### src/rtl/chroni_mem_arbiter.sv
// chroni_mem_arbiter
//   Shares the single 8-bit system memory port between CHRONI video fetch,
//   the CPU and a DMA/blitter engine. Video has fixed priority, but a streak
//   cap stops it from starving the others. CPU and DMA alternate when both
//   are pending. A wait timeout stops a dead memory from hanging the bus.
//   Every access takes the path IDLE -> WAIT -> DONE -> IDLE.
//
// Ports
//   sys_clk, reset            clock; synchronous active-high reset
//   vid_req/vid_addr/vid_page video read request and its {page, addr}
//   vid_ack/vid_rdata         video completion pulse and read data
//   cpu_*/dma_*               request, write enable, 21-bit address, write
//                             data; completion pulse and read data back
//   mem_req/mem_we/mem_addr/mem_wdata  access to memory, held during WAIT
//   mem_rdata/mem_ack         memory read data and completion pulse
//   grant                     owner of the current access (0 none, 1 vid,
//                             2 cpu, 3 dma)
//   timeout_err               sticky flag, set when any access times out
module chroni_mem_arbiter #(
  parameter int unsigned VID_MAX_STREAK = 4,
  parameter int unsigned TIMEOUT        = 255,
  parameter logic [7:0]  TIMEOUT_DATA   = 8'hFF
) (
  input  logic        sys_clk,
  input  logic        reset,
  input  logic        vid_req,
  input  logic [12:0] vid_addr,
  input  logic [7:0]  vid_page,
  output logic        vid_ack,
  output logic [7:0]  vid_rdata,
  input  logic        cpu_req,
  input  logic        cpu_we,
  input  logic [20:0] cpu_addr,
  input  logic [7:0]  cpu_wdata,
  output logic        cpu_ack,
  output logic [7:0]  cpu_rdata,
  input  logic        dma_req,
  input  logic        dma_we,
  input  logic [20:0] dma_addr,
  input  logic [7:0]  dma_wdata,
  output logic        dma_ack,
  output logic [7:0]  dma_rdata,
  output logic        mem_req,
  output logic        mem_we,
  output logic [20:0] mem_addr,
  output logic [7:0]  mem_wdata,
  input  logic [7:0]  mem_rdata,
  input  logic        mem_ack,
  output logic [1:0]  grant,
  output logic        timeout_err
);

  typedef enum logic [1:0] {
    ST_IDLE = 2'd0,
    ST_WAIT = 2'd1,
    ST_DONE = 2'd2
  } state_t;

  localparam logic [1:0] GNT_NONE = 2'd0;
  localparam logic [1:0] GNT_VID  = 2'd1;
  localparam logic [1:0] GNT_CPU  = 2'd2;
  localparam logic [1:0] GNT_DMA  = 2'd3;

  localparam logic [3:0] STREAK_CAP = 4'(VID_MAX_STREAK);
  localparam logic [7:0] WAIT_LIMIT = 8'(TIMEOUT);

  state_t      state;
  state_t      state_next;
  logic [3:0]  streak;
  logic [7:0]  wcnt;
  // 1 when DMA was the last CPU/DMA grant, so CPU wins the next tie.
  logic        rr_dma_last;

  logic [1:0]  pick;
  logic [20:0] pick_addr;
  logic        pick_we;
  logic [7:0]  pick_wdata;
  logic        vid_blocked;
  logic        finish;
  logic [7:0]  finish_data;

  function automatic logic [3:0] streak_sat_inc(input logic [3:0] cur);
    if (cur < STREAK_CAP) return cur + 4'd1;
    else                  return cur;
  endfunction

  always_ff @(posedge sys_clk) begin
    if (reset) state <= ST_IDLE;
    else       state <= state_next;
  end

  always_comb begin
    state_next  = state;
    pick        = GNT_NONE;
    pick_addr   = '0;
    pick_we     = 1'b0;
    pick_wdata  = '0;
    finish      = 1'b0;
    finish_data = '0;
    // Video yields only once it has hit the cap and someone else is waiting.
    vid_blocked = (streak == STREAK_CAP) && (cpu_req || dma_req);

    case (state)
      ST_IDLE: begin
        if (vid_req && !vid_blocked)  pick = GNT_VID;
        else if (cpu_req && dma_req)  pick = rr_dma_last ? GNT_CPU : GNT_DMA;
        else if (cpu_req)             pick = GNT_CPU;
        else if (dma_req)             pick = GNT_DMA;

        case (pick)
          GNT_VID: pick_addr = {vid_page, vid_addr};
          GNT_CPU: begin
            pick_addr  = cpu_addr;
            pick_we    = cpu_we;
            pick_wdata = cpu_wdata;
          end
          GNT_DMA: begin
            pick_addr  = dma_addr;
            pick_we    = dma_we;
            pick_wdata = dma_wdata;
          end
          default: ;
        endcase

        if (pick != GNT_NONE) state_next = ST_WAIT;
      end
      ST_WAIT: begin
        // An ack arriving on the timeout cycle still counts as success.
        if (mem_ack) begin
          finish      = 1'b1;
          finish_data = mem_we ? 8'h00 : mem_rdata;
          state_next  = ST_DONE;
        end else if (wcnt == WAIT_LIMIT) begin
          finish      = 1'b1;
          finish_data = TIMEOUT_DATA;
          state_next  = ST_DONE;
        end
      end
      ST_DONE:  state_next = ST_IDLE;
      default:  state_next = ST_IDLE;
    endcase
  end

  always_ff @(posedge sys_clk) begin
    if (reset) begin
      mem_req     <= 1'b0;
      mem_we      <= 1'b0;
      mem_addr    <= '0;
      mem_wdata   <= '0;
      grant       <= GNT_NONE;
      vid_ack     <= 1'b0;
      cpu_ack     <= 1'b0;
      dma_ack     <= 1'b0;
      vid_rdata   <= '0;
      cpu_rdata   <= '0;
      dma_rdata   <= '0;
      streak      <= '0;
      wcnt        <= '0;
      timeout_err <= 1'b0;
      rr_dma_last <= 1'b1;
    end else begin
      vid_ack <= 1'b0;
      cpu_ack <= 1'b0;
      dma_ack <= 1'b0;

      // IDLE -> WAIT: launch the winner's access.
      if (state == ST_IDLE && pick != GNT_NONE) begin
        mem_req   <= 1'b1;
        mem_we    <= pick_we;
        mem_addr  <= pick_addr;
        mem_wdata <= pick_wdata;
        grant     <= pick;
        wcnt      <= '0;
        if (pick == GNT_VID) begin
          streak <= streak_sat_inc(streak);
        end else begin
          streak      <= '0;
          rr_dma_last <= (pick == GNT_DMA);
        end
      end

      // WAIT -> DONE: complete or abort, ack the owner next cycle.
      if (state == ST_WAIT) begin
        if (finish) begin
          mem_req <= 1'b0;
          if (!mem_ack) timeout_err <= 1'b1;
          case (grant)
            GNT_VID: begin
              vid_ack   <= 1'b1;
              vid_rdata <= finish_data;
            end
            GNT_CPU: begin
              cpu_ack   <= 1'b1;
              cpu_rdata <= finish_data;
            end
            GNT_DMA: begin
              dma_ack   <= 1'b1;
              dma_rdata <= finish_data;
            end
            default: ;
          endcase
        end else begin
          wcnt <= wcnt + 8'd1;
        end
      end

      // DONE -> IDLE: release ownership.
      if (state == ST_DONE) grant <= GNT_NONE;
    end
  end

endmodule
### config.mk
export PLATFORM = sky130hd
export DESIGN_NAME = chroni_mem_arbiter
export DESIGN_NICKNAME = d
export VERILOG_FILES = /design/src/rtl/chroni_mem_arbiter.sv
export SDC_FILE = /design/constraint.sdc
export NUM_CORES = 1
export LEC_CHECK = 0
export ABC_AREA = 1
export BUFFER_PORTS_ARGS = -buffer_cell sky130_fd_sc_hd__buf_2
export CELL_PAD_IN_SITES_DETAIL_PLACEMENT = 1
export CELL_PAD_IN_SITES_GLOBAL_PLACEMENT = 1
export CORE_MARGIN = 8
export CORE_UTILIZATION = 32
export DETAILED_ROUTE_END_ITERATION = 6
export PLACE_DENSITY = 0.83
export RECOVER_POWER = 25
export SLEW_MARGIN = 20
export SYNTH_ARGS = -nofsm -noshare
export SYNTH_HDL_FRONTEND = slang
export SYNTH_SLANG_ARGS = --single-unit
### constraint.sdc
create_clock -name sys_clk -period 2 [get_ports sys_clk]
set_input_delay 0.5 -clock sys_clk [delete_from_list [all_inputs] [get_ports sys_clk]]
set_output_delay 0.5 -clock sys_clk [all_outputs]
set_load 0.03 [all_outputs]
==> summary.md, run 1 <==
| Metric | Value |
|---|---|
| Crit Path Max Fanout | 11 |
| Outcome | completed |
| Min-delay worst type | input port to register |
| Max VDD drop | 0.360 mV |
| Die Span Y | 125 microns |
| First drt pass iteration count | 4 |
| Via count | approximately 4200 |
| Total track usage | 16.5% |
| Cell Rows | 40 |
| Synth Register Bits | 76 |
| Capturing element type of the critical path | register |
| Fillers | around 1600 |
| Max Root-Sink Buffers | 2 |
| Starting utilization of the core area | roughly a third |
| Syn nets | 684 |
| Clock slew at reported path FFs | 60 ps |
| Post-route ant nets | 0 |
| CTS tree | done |
| Max stage delay on crit path | about 330 ps |
| Setup CP Type | register to register |
| Initial antenna violation count | 0 |
| Final Non-Filler Cells | 886 |
| CP arrival | about 2000 ps |
| Highest clock rate | 562 MHz |
| Highest metal used | met4 |
| Pins Over Slew Limit | 0 |
| Core box area | between 10000 and 15000 sq um |
| Multi-input combinational cell area | 1880 sq um |
| WL met3 | just over 800 microns |
| Pwr per Cell Area | 887 nW/um^2 |
| Wire per inst | between 10 and 15 microns |
| Startpoint types | register |
| Diodes inserted | 0 |
| Period utilization | 89.0% |
| CTS Buf Count | 9 |
| Hold Fails Final Rpt | 0 |
| Max Clock Skew | approximately 8.0 ps |
| Share of the yosys chip area belonging to registers | 39.8% |
| Pre-CTS WS | 181 ps |
| RSZ-0062 raised after global routing | no |
| Die W | approximately 130 microns |
| Max-slew headroom at the worst pin | between 60% and 70% |
| Synth Instances | about 600 |
| Slowest cell on crit path | dfxtp_1 |
| Reg-to-reg endpoint | mem_we |
| Met1 Wirelength | ~5.6 mm |
| Share of cells above drive strength 1 | approximately a quarter |
| Worst flop-to-flop path startpoint | streak[0] |
| CTS sink count | 76 |
| Final worst slack | 219 ps |
| Synthesized area per cell | between 6 and 7 sq um |
| Total routed wirelength | around 13 mm |
| Flop-to-flop setup slack | 220 ps |
| GP Congestion | about 0.82 |
| R2R cell count | 13 |
| Worst-path cell chain | inv_1, ha_1, nand2_1, nor2_1, nand2_1, nand2_1, nand2_2, nor2_2, buf_4, nand2_1, nand2_1, nand2_1, a21oi_1 |
| Worst Setup SP | streak[0] |
| Syn. warnings | 0 |
| Top Ports | 156 |
| Final setup TNS | 0 ps |
| Measured slew at the worst slew-check pin | approximately 550 ps |
| WHS Endpoint | mem_wdata[0] |
| I/O Buffers | around 160 |
| HP Start | cpu_wdata[0] |
| Die area | ~16000 sq um |
| Cts hold-fix bufs | 0 |
| Setup repair bufs after CTS | 0 |
| Met2 WL | between 6 and 7 mm |
| Via/cell ratio | between 4 and 5 |
| Congestion Overflow GR | 0 |
| Final Util | 42.4% |
| Final net count | roughly 830 |
| Largest net degree at the start of global routing | 58 |
| Final setup fails | 0 |
| Cell area after layout | roughly 5000 sq um |
| Cell Area, Placed | 4740 sq um |
| DRC viols | 0 |
| Placed cell count | 870 |
| Drt first-iter violations | about 130 |
| Vias in the first global route | about 4500 |
| First-pass GRT wire length | 21.4 mm |
| Dpl hpwl | 10.2 mm |
| Root Driver | clkbuf_16 |
| Register Area | roughly 1500 sq um |
| Pleak | roughly 2.7 nW |
| Synth cell types | 31 |
| Max_cap viols | 0 |
| Worst Hold Depth | 3 |
| Final min period | ~1800 ps |
| Clock Latency Late Sink | approximately 330 ps |
| Post-Syn Area | between 3000 and 4000 sq um |
| Critical Path RT | around 2300 ps |
| CP most frequent cell | nand2_1 |
| CTS H-tree lvls | 3 |
| P&R area growth vs syn | 31.6% |
-- metrics by stage --
step           total power, mW  hold slack [ps]
6_report                  4.46              432
3_5_place_dp              2.71              452
2_1_floorplan             2.36              439
3_3_place_gp              2.67              451
5_1_grt                   4.69              446
4_1_cts                   4.54              421
-- registers in the layout, indices dropped and copies added, names as in the netlist --
| register | count |
|---|---|
| cpu_ack | 1 |
| state | 2 |
| mem_we | 1 |
| wcnt | 8 |
| dma_rdata | 8 |
| rr_dma_last | 1 |
| cpu_rdata | 8 |
| mem_addr | 21 |
| timeout_err | 1 |
| vid_rdata | 8 |
| mem_wdata | 8 |
| streak | 4 |
| grant | 2 |
| dma_ack | 1 |
| mem_req | 1 |
| vid_ack | 1 |
-- routing by layer --
layer  up-vias  track usage (%)
li1       2085                -
met1      1925             18.3
met2       127             28.9
met3        23             4.67
met4         0             7.02
met5         -                0
-- layout make-up --
class	count	area share, %
tap	147	3.65
timing repair buffer	164	16.4
inverter	78	5.82
clock buffer	10	4.75
multi-input combinational	405	37.3
sequential	76	30.2
clock inverter	6	1.86
-- report_power, final --
part | total, mW | switching, mW | internal, mW
logic | 0.962 | 0.655 | 0.307
registers | 1.70 | 0.0714 | 1.63
clock network | 1.80 | 0.663 | 1.14
total | 4.46 | 1.39 | 3.07
-- what timing repair did --
action | CTS | global route
gates resized for setup | 0 | 1
setup endpoints to repair | 0 | 1
hold endpoints to repair | 0 | 0
-- cells by family (layout without fill, tap and decap cells) --
logic type,count (synthesis),in the layout,share of synthesized area (%)
compound gates,45,45,6.94
xor+xnor,2,2,0.458
fa+ha+maj,3,3,0.981
buf+inv,105,258,11.4
flops,76,76,39.8
simple gates,355,355,40.4
-- worst max-delay path, delay by kind of cell, from the launching register on --
| family | cells | cell delay, ps |
|---|---|---|
| buffers and inverters | 2 | 280 |
| and+or+nand+nor | 9 | 840 |
| DFF | 1 | 330 |
| AOI/OAI and AO/OA | 1 | 110 |
| adders and majority gates | 1 | 150 |
-- cell usage after synthesis, drive strengths merged --
master	n	area share, %
xor2	1	0.23
a21oi	16	2.2
nor2	117	12
buf	16	2.7
inv	78	7.7
clkbuf	11	1.1
nand3	12	2.5
nor3	2	0.26
xnor2	1	0.23
o211ai	1	0.20
o21ai	22	3.6
a31oi	6	0.98
ha	3	0.98
dfxtp	76	40
nand4	24	4.3
nand3b	2	1.0
nand2	197	20
or2	1	0.16
-- how the worst max path moves through the flow --
stage / slack, ps / endpoint
2_1_floorplan: 470 / streak[0]
3_3_place_gp: 290 / streak[1]
3_5_place_dp: 180 / streak[1]
4_1_cts: 190 / mem_we
5_1_grt: 30 / mem_we
6_report: 220 / mem_we
-- placed cells by master, fill, tap and decap left out, types with 3 or more instances in the layout --
master / count
buf_4: 7
clkbuf_1: 34
a31oi_1: 6
nand3_1: 8
buf_2: 121
inv_1: 73
nand2_1: 191
o21ai_2: 8
clkbuf_16: 9
nand4_1: 23
a21oi_1: 15
nor2_4: 3
inv_2: 5
nor2_1: 111
dfxtp_1: 76
o21ai_0: 14
nor2_2: 3
inv_6: 3
ha_1: 3
nand2_2: 5
(Power assumes the default switching activity.)
==> inputs of run 2 (changes only) <==
--- a/config.mk
+++ b/config.mk
@@ -11,6 +11,7 @@
 export CELL_PAD_IN_SITES_GLOBAL_PLACEMENT = 1
 export CORE_MARGIN = 8
 export CORE_UTILIZATION = 32
+export CTS_BUF_LIST = sky130_fd_sc_hd__clkbuf_16
 export DETAILED_ROUTE_END_ITERATION = 6
 export PLACE_DENSITY = 0.83
 export RECOVER_POWER = 25
==> summary.md, run 2 (synthesis gave the netlist of run 1 again) <==
| Metric | Value |
|---|---|
| Cts hold-fix bufs | 0 |
| I/O Buffers | roughly 160 |
| Diodes inserted | 0 |
| Most common cell after layout, fill and taps aside | nand2_1 |
| Top Ports | ~160 |
| Pins Over Slew Limit | 0 |
| Max stage delay on crit path | between 300 and 400 ps |
| First-pass GRT wire length | 21.4 mm |
| Flop-to-flop setup slack | 230 ps |
| Max-slew headroom at the worst pin | a little under two thirds |
| Final min period | about 1800 ps |
| Min-delay worst type | input port to register |
| Worst-path cell chain | inv_1, ha_1, nand2_1, nor2_1, nand2_1, nand2_1, nand2_2, nor2_2, buf_4, nand2_1, a31oi_1 |
| WP buf/inv | 2 |
| CTS H-tree lvls | 3 |
| Critical Path RT | about 2300 ps |
| Core box area | 11900 sq um |
| Largest net degree at the start of global routing | between 50 and 60 |
| Multi-input combinational cell area | 1880 sq um |
| Final net count | 832 |
| Congestion Overflow GR | 0 |
| Die Span Y | between 100 and 150 microns |
| Via/cell ratio | about 4.7 |
| Max Root-Sink Buffers | 2 |
| Max Clock Skew | 7.55 ps |
| Reg with most FFs | mem_addr |
| Hold Fails Final Rpt | 0 |
| CTS tree | done |
| First drt pass iteration count | 4 |
| Total routed wirelength | 13.1 mm |
| CP most frequent cell | nand2_1 |
| Dpl hpwl | a little over 10 mm |
| Clock Latency Late Sink | between 300 and 400 ps |
| HP Start | cpu_wdata[0] |
| Pwr per Cell Area | ~880 nW/um^2 |
| Register Area | around 1500 sq um |
| RSZ-0062 raised after global routing | no |
| Starting utilization of the core area | between 30% and 40% |
| Max_cap viols | 0 |
| P&R area growth vs syn | 31.3% |
| Worst flop-to-flop path startpoint | streak[0] |
| Die area | approximately 16000 sq um |
| Die W | ~130 microns |
| Wire per inst | around 15 microns |
| Cell Rows | 40 |
| CTS sink count | 76 |
| Clock slew at reported path FFs | roughly 60 ps |
| Share of cells above drive strength 1 | between 20% and 30% |
| DRC viols | 0 |
| CP arrival | 2030 ps |
| Slowest cell on crit path | dfxtp_1 |
| Post-route ant nets | 0 |
| Vias in the first global route | about 4500 |
| Final worst slack | around 230 ps |
| Family with the most delay on the worst path | simple AND/OR/NAND/NOR gates |
| Startpoint types | register |
| Final setup fails | 0 |
| Root Driver | clkbuf_16 |
| Outcome | completed |
| Total track usage | 16.5% |
| Initial antenna violation count | 0 |
| Crit Path Max Fanout | 19 |
| GP Congestion | between 0.8 and 0.9 |
| Setup CP Type | register to register |
| Pre-CTS WS | around 180 ps |
| Measured slew at the worst slew-check pin | 548 ps |
| Fillers | roughly 1600 |
| Max VDD drop | ~0.34 mV |
| Commonest cells after routing, fill and taps aside | 191 x nand2_1, 121 x buf_2, 111 x nor2_1 |
| Max reg flops | 21 |
| Worst Setup SP | streak[0] |
| Via count | around 4200 |
| Period utilization | a little under 90% |
| CTS Buf Count | 9 |
| Drt first-iter violations | 129 |
| Pleak | about 2.6 nW |
| Final setup TNS | 0 ps |
| Highest clock rate | around 560 MHz |
| Capturing element type of the critical path | register |
-- run 2: cell types whose count changed in the layout (fill, tap and decap cells not counted) --
| cell | change |
|---|---|
| clkbuf_8 | -1 |
| clkinv_1 | +1 |
-- run 2: metal layers --
layer | vias up | part of all wire (%) | global-route usage (%)
li1 | 2089 | - | -
met1 | 1927 | 43 | 18.4
met2 | 120 | 49 | 28.8
met3 | 24 | 6.0 | 5.31
met4 | 0 | 2.1 | 6.16
met5 | - | 0 | 0
-- run 2: path summary, 6_finish.rpt --
check                  to  cells past startpoint
min reg2reg  mem_wdata[3]                      2
max reg2reg  mem_wdata[7]                     11
min          mem_wdata[0]                      3
max          mem_wdata[7]                     11
-- run 2: layout make-up --
class	count	share of cell area, %
Clock inverter	7	1.94
Sequential cell	76	30.3
Clock buffer	9	4.48
Tap cell	147	3.66
Inverter	78	5.83
Multi-Input combinational cell	405	37.4
Timing Repair Buffer	164	16.4
-- run 2: power breakdown --
| group | internal, mW | total [mW] | switching [mW] |
|---|---|---|---|
| Combinational | 0.307 | 0.964 | 0.657 |
| Clock | 1.10 | 1.76 | 0.659 |
| Sequential | 1.63 | 1.70 | 0.0717 |
-- run 2: tightest hold or removal path, cell delays in order --
cell and delay (ps):
buf_2 100, nand2_1 60, a31oi_1 60
-- run 2: per-stage QoR --
stage / utilization [%] / instance area (sq um) / power [mW] / std cells / hold slack (ps)
2_1_floorplan: - / 3820 / 2.36 / 586 / 439
3_3_place_gp: 40.0 / 4740 / 2.67 / 870 / 451
3_5_place_dp: 40.0 / 4740 / 2.71 / 870 / 452
4_1_cts: 42.7 / 5060 / 4.50 / 886 / 422
5_1_grt: 42.4 / 5020 / 4.66 / 886 / 441
6_report: 42.4 / 5020 / 4.42 / 886 / 434
-- run 2: repair_timing --
item	4_1_cts	5_1_grt
setup endpoints to repair	0	1
gates resized for setup	0	1
buffers inserted	0	0
==> inputs of run 3 (changes only) <==
--- a/config.mk
+++ b/config.mk
@@ -10,10 +10,10 @@
 export CELL_PAD_IN_SITES_DETAIL_PLACEMENT = 1
 export CELL_PAD_IN_SITES_GLOBAL_PLACEMENT = 1
 export CORE_MARGIN = 8
-export CORE_UTILIZATION = 32
+export CORE_UTILIZATION = 30
 export CTS_BUF_LIST = sky130_fd_sc_hd__clkbuf_16
 export DETAILED_ROUTE_END_ITERATION = 6
-export PLACE_DENSITY = 0.83
+export PLACE_DENSITY = 0.79
 export RECOVER_POWER = 25
 export SLEW_MARGIN = 20
 export SYNTH_ARGS = -nofsm -noshare
==> summary.md, run 3 (synthesis gave the netlist of run 1 again) <==
| Metric | Value |
|---|---|
| Outcome | completed |
| Via count | about 4200 |
| Cell area after layout | 5100 sq um |
| Die Span Y | 129 microns |
| Drt first-iter violations | approximately 170 |
| Crit Path Max Fanout | 5 |
| Diodes inserted | 0 |
| Cell Rows | between 40 and 50 |
| Fillers | 1738 |
| Root Driver | clkbuf_16 |
| Final min period | roughly 1800 ps |
| First-pass GRT wire length | between 20 and 25 mm |
| Congestion Overflow GR | 0 |
| CTS sink count | 76 |
| Placed cell count | roughly 900 |
| Highest metal used | met4 |
| Hold Fails Final Rpt | 0 |
| Reg with most FFs | mem_addr |
| Starting utilization of the core area | between 30% and 40% |
| CP most frequent cell | nand2_1 |
| Share of cells above drive strength 1 | 25.0% |
| Dpl hpwl | 10.4 mm |
| Met2 WL | about 6.7 mm |
| Final worst slack | ~170 ps |
| Pwr per Cell Area | ~850 nW/um^2 |
| Final Non-Filler Cells | roughly 920 |
| Vias in the first global route | approximately 4600 |
| R2R cell count | 13 |
| Pleak | between 2 and 3 nW |
| Clock Latency Late Sink | ~350 ps |
| CTS tree | done |
| Post-route ant nets | 0 |
| Capturing element type of the critical path | register |
| I/O Buffers | 155 |
| DRC viols | 0 |
| GP Congestion | 0.801 |
| Slowest cell on crit path | dfxtp_1 |
| Final Hold Slack | just over 400 ps |
| Max_cap viols | 0 |
| Highest clock rate | about 550 MHz |
| RSZ-0062 raised after global routing | no |
| HP Start | cpu_wdata[2] |
| Via/cell ratio | 4.55 |
| Max Clock Skew | between 6 and 7 ps |
| Total routed wirelength | around 14 mm |
| WL met3 | approximately 760 microns |
| Cell Area, Placed | about 4800 sq um |
| Final net count | 840 |
| CTS H-tree lvls | 3 |
| WHS Endpoint | mem_wdata[2] |
| Reg-to-reg endpoint | streak[1] |
| Pins Over Slew Limit | 0 |
| Wire per inst | 14.8 microns |
| Setup CP Type | register to register |
| P&R area growth vs syn | 33.4% |
| Worst flop-to-flop path startpoint | streak[0] |
| First drt pass iteration count | 6 |
| Worst-path cell chain | inv_1, ha_1, nand2_1, nor2_1, nand2_1, nand2_1, nand2_2, buf_4, nand2_1, o21ai_2, nand2_1, nand2_1, nor2_1 |
| Startpoint types | register |
| Initial antenna violation count | 0 |
| CTS Buf Count | 9 |
| Met1 Wirelength | approximately 5.9 mm |
| Critical Path RT | between 2000 and 2500 ps |
| Max Root-Sink Buffers | 2 |
| Measured slew at the worst slew-check pin | 433 ps |
| Die area | between 15000 and 20000 sq um |
| Max-slew headroom at the worst pin | 70.9% |
| Top Ports | between 150 and 200 |
| Total track usage | about 17% |
| CP arrival | slightly above 2000 ps |
| Commonest cells after routing, fill and taps aside | 191 x nand2_1, 121 x buf_2, 111 x nor2_1 |
| Core box area | 12500 sq um |
| Max reg flops | 21 |
| Clock slew at reported path FFs | ~60 ps |
| Flop-to-flop setup slack | between 150 and 200 ps |
| Pre-CTS WS | -31.2 ps |
| Final setup fails | 0 |
| Die W | ~130 microns |
| Most common cell after layout, fill and taps aside | nand2_1 |
| Max VDD drop | 0.379 mV |
| Period utilization | approximately 92% |
| Min-delay worst type | input port to register |
| Largest net degree at the start of global routing | 37 |
| Worst Hold Depth | 3 |
| Max stage delay on crit path | between 300 and 400 ps |
[run 3: changes by cell type in the layout (fill, tap and decap cells not counted), sizes merged]
cell,delta
inv,-3
nor2,+2
clkinv,+3
buf,+6
bufinv,-1
clkinvlp,+1
[run 3: per-layer routing]
layer / track usage, % / up-vias
li1: - / 2106
met1: 18.7 / 1938
met2: 29.0 / 118
met3: 4.43 / 18
met4: 7.19 / 0
met5: 0 / -
[run 3: worst max-delay path: cells and delay by family, from the launching register on]
family          cells  cell delay (ps)
simple gates        9              710
compound gates      1              260
flops               1              340
buf+inv             2              210
fa+ha+maj           1              190
[run 3: repair_timing]
action	CTS	global route
endpoints found under the setup margin	1	29
hold buffers	0	0
gates resized for setup	1	2
buffers inserted	0	2
gates cloned	1	1
pin swaps	1	2
[run 3: final cells by class]
| cell class | instances | area, sq um | share of cell area, % |
|---|---|---|---|
| clock inverter | 7 | 67.6 | 1.32 |
| sequential | 76 | 1520 | 29.8 |
| clock buffer | 9 | 225 | 4.41 |
| timing repair buffer | 170 | 871 | 17.1 |
| multi-input combinational | 407 | 1910 | 37.4 |
| inverter | 78 | 293 | 5.74 |
| tap | 172 | 215 | 4.22 |
[run 3: through the flow]
step	TNS [ps]	util (%)	total power, mW
after detailed placement	-53.0	38.3	2.73
after CTS	0	40.8	4.40
after global routing	0	40.8	4.58
after floorplan	0	-	2.36
after global placement	-5960	38.3	2.69
final	0	40.8	4.34
[run 3: how the worst max path moves through the flow]
stage                    from      endpoint  slack (ps)  cells after the start
CTS                 streak[0]  mem_wdata[3]          60                     12
finish              streak[0]     streak[1]         170                     13
floorplan             cpu_req     streak[0]         470                     10
detailed placement    cpu_req     streak[1]         -30                     12
global route        streak[0]     streak[1]          30                     13
global placement      cpu_req   mem_addr[4]        -250                     11
[run 3: power breakdown]
part           switching, mW  internal, mW
Combinational          0.675         0.331
Sequential            0.0720          1.63
Clock                  0.675         0.959
Total                   1.42          2.92
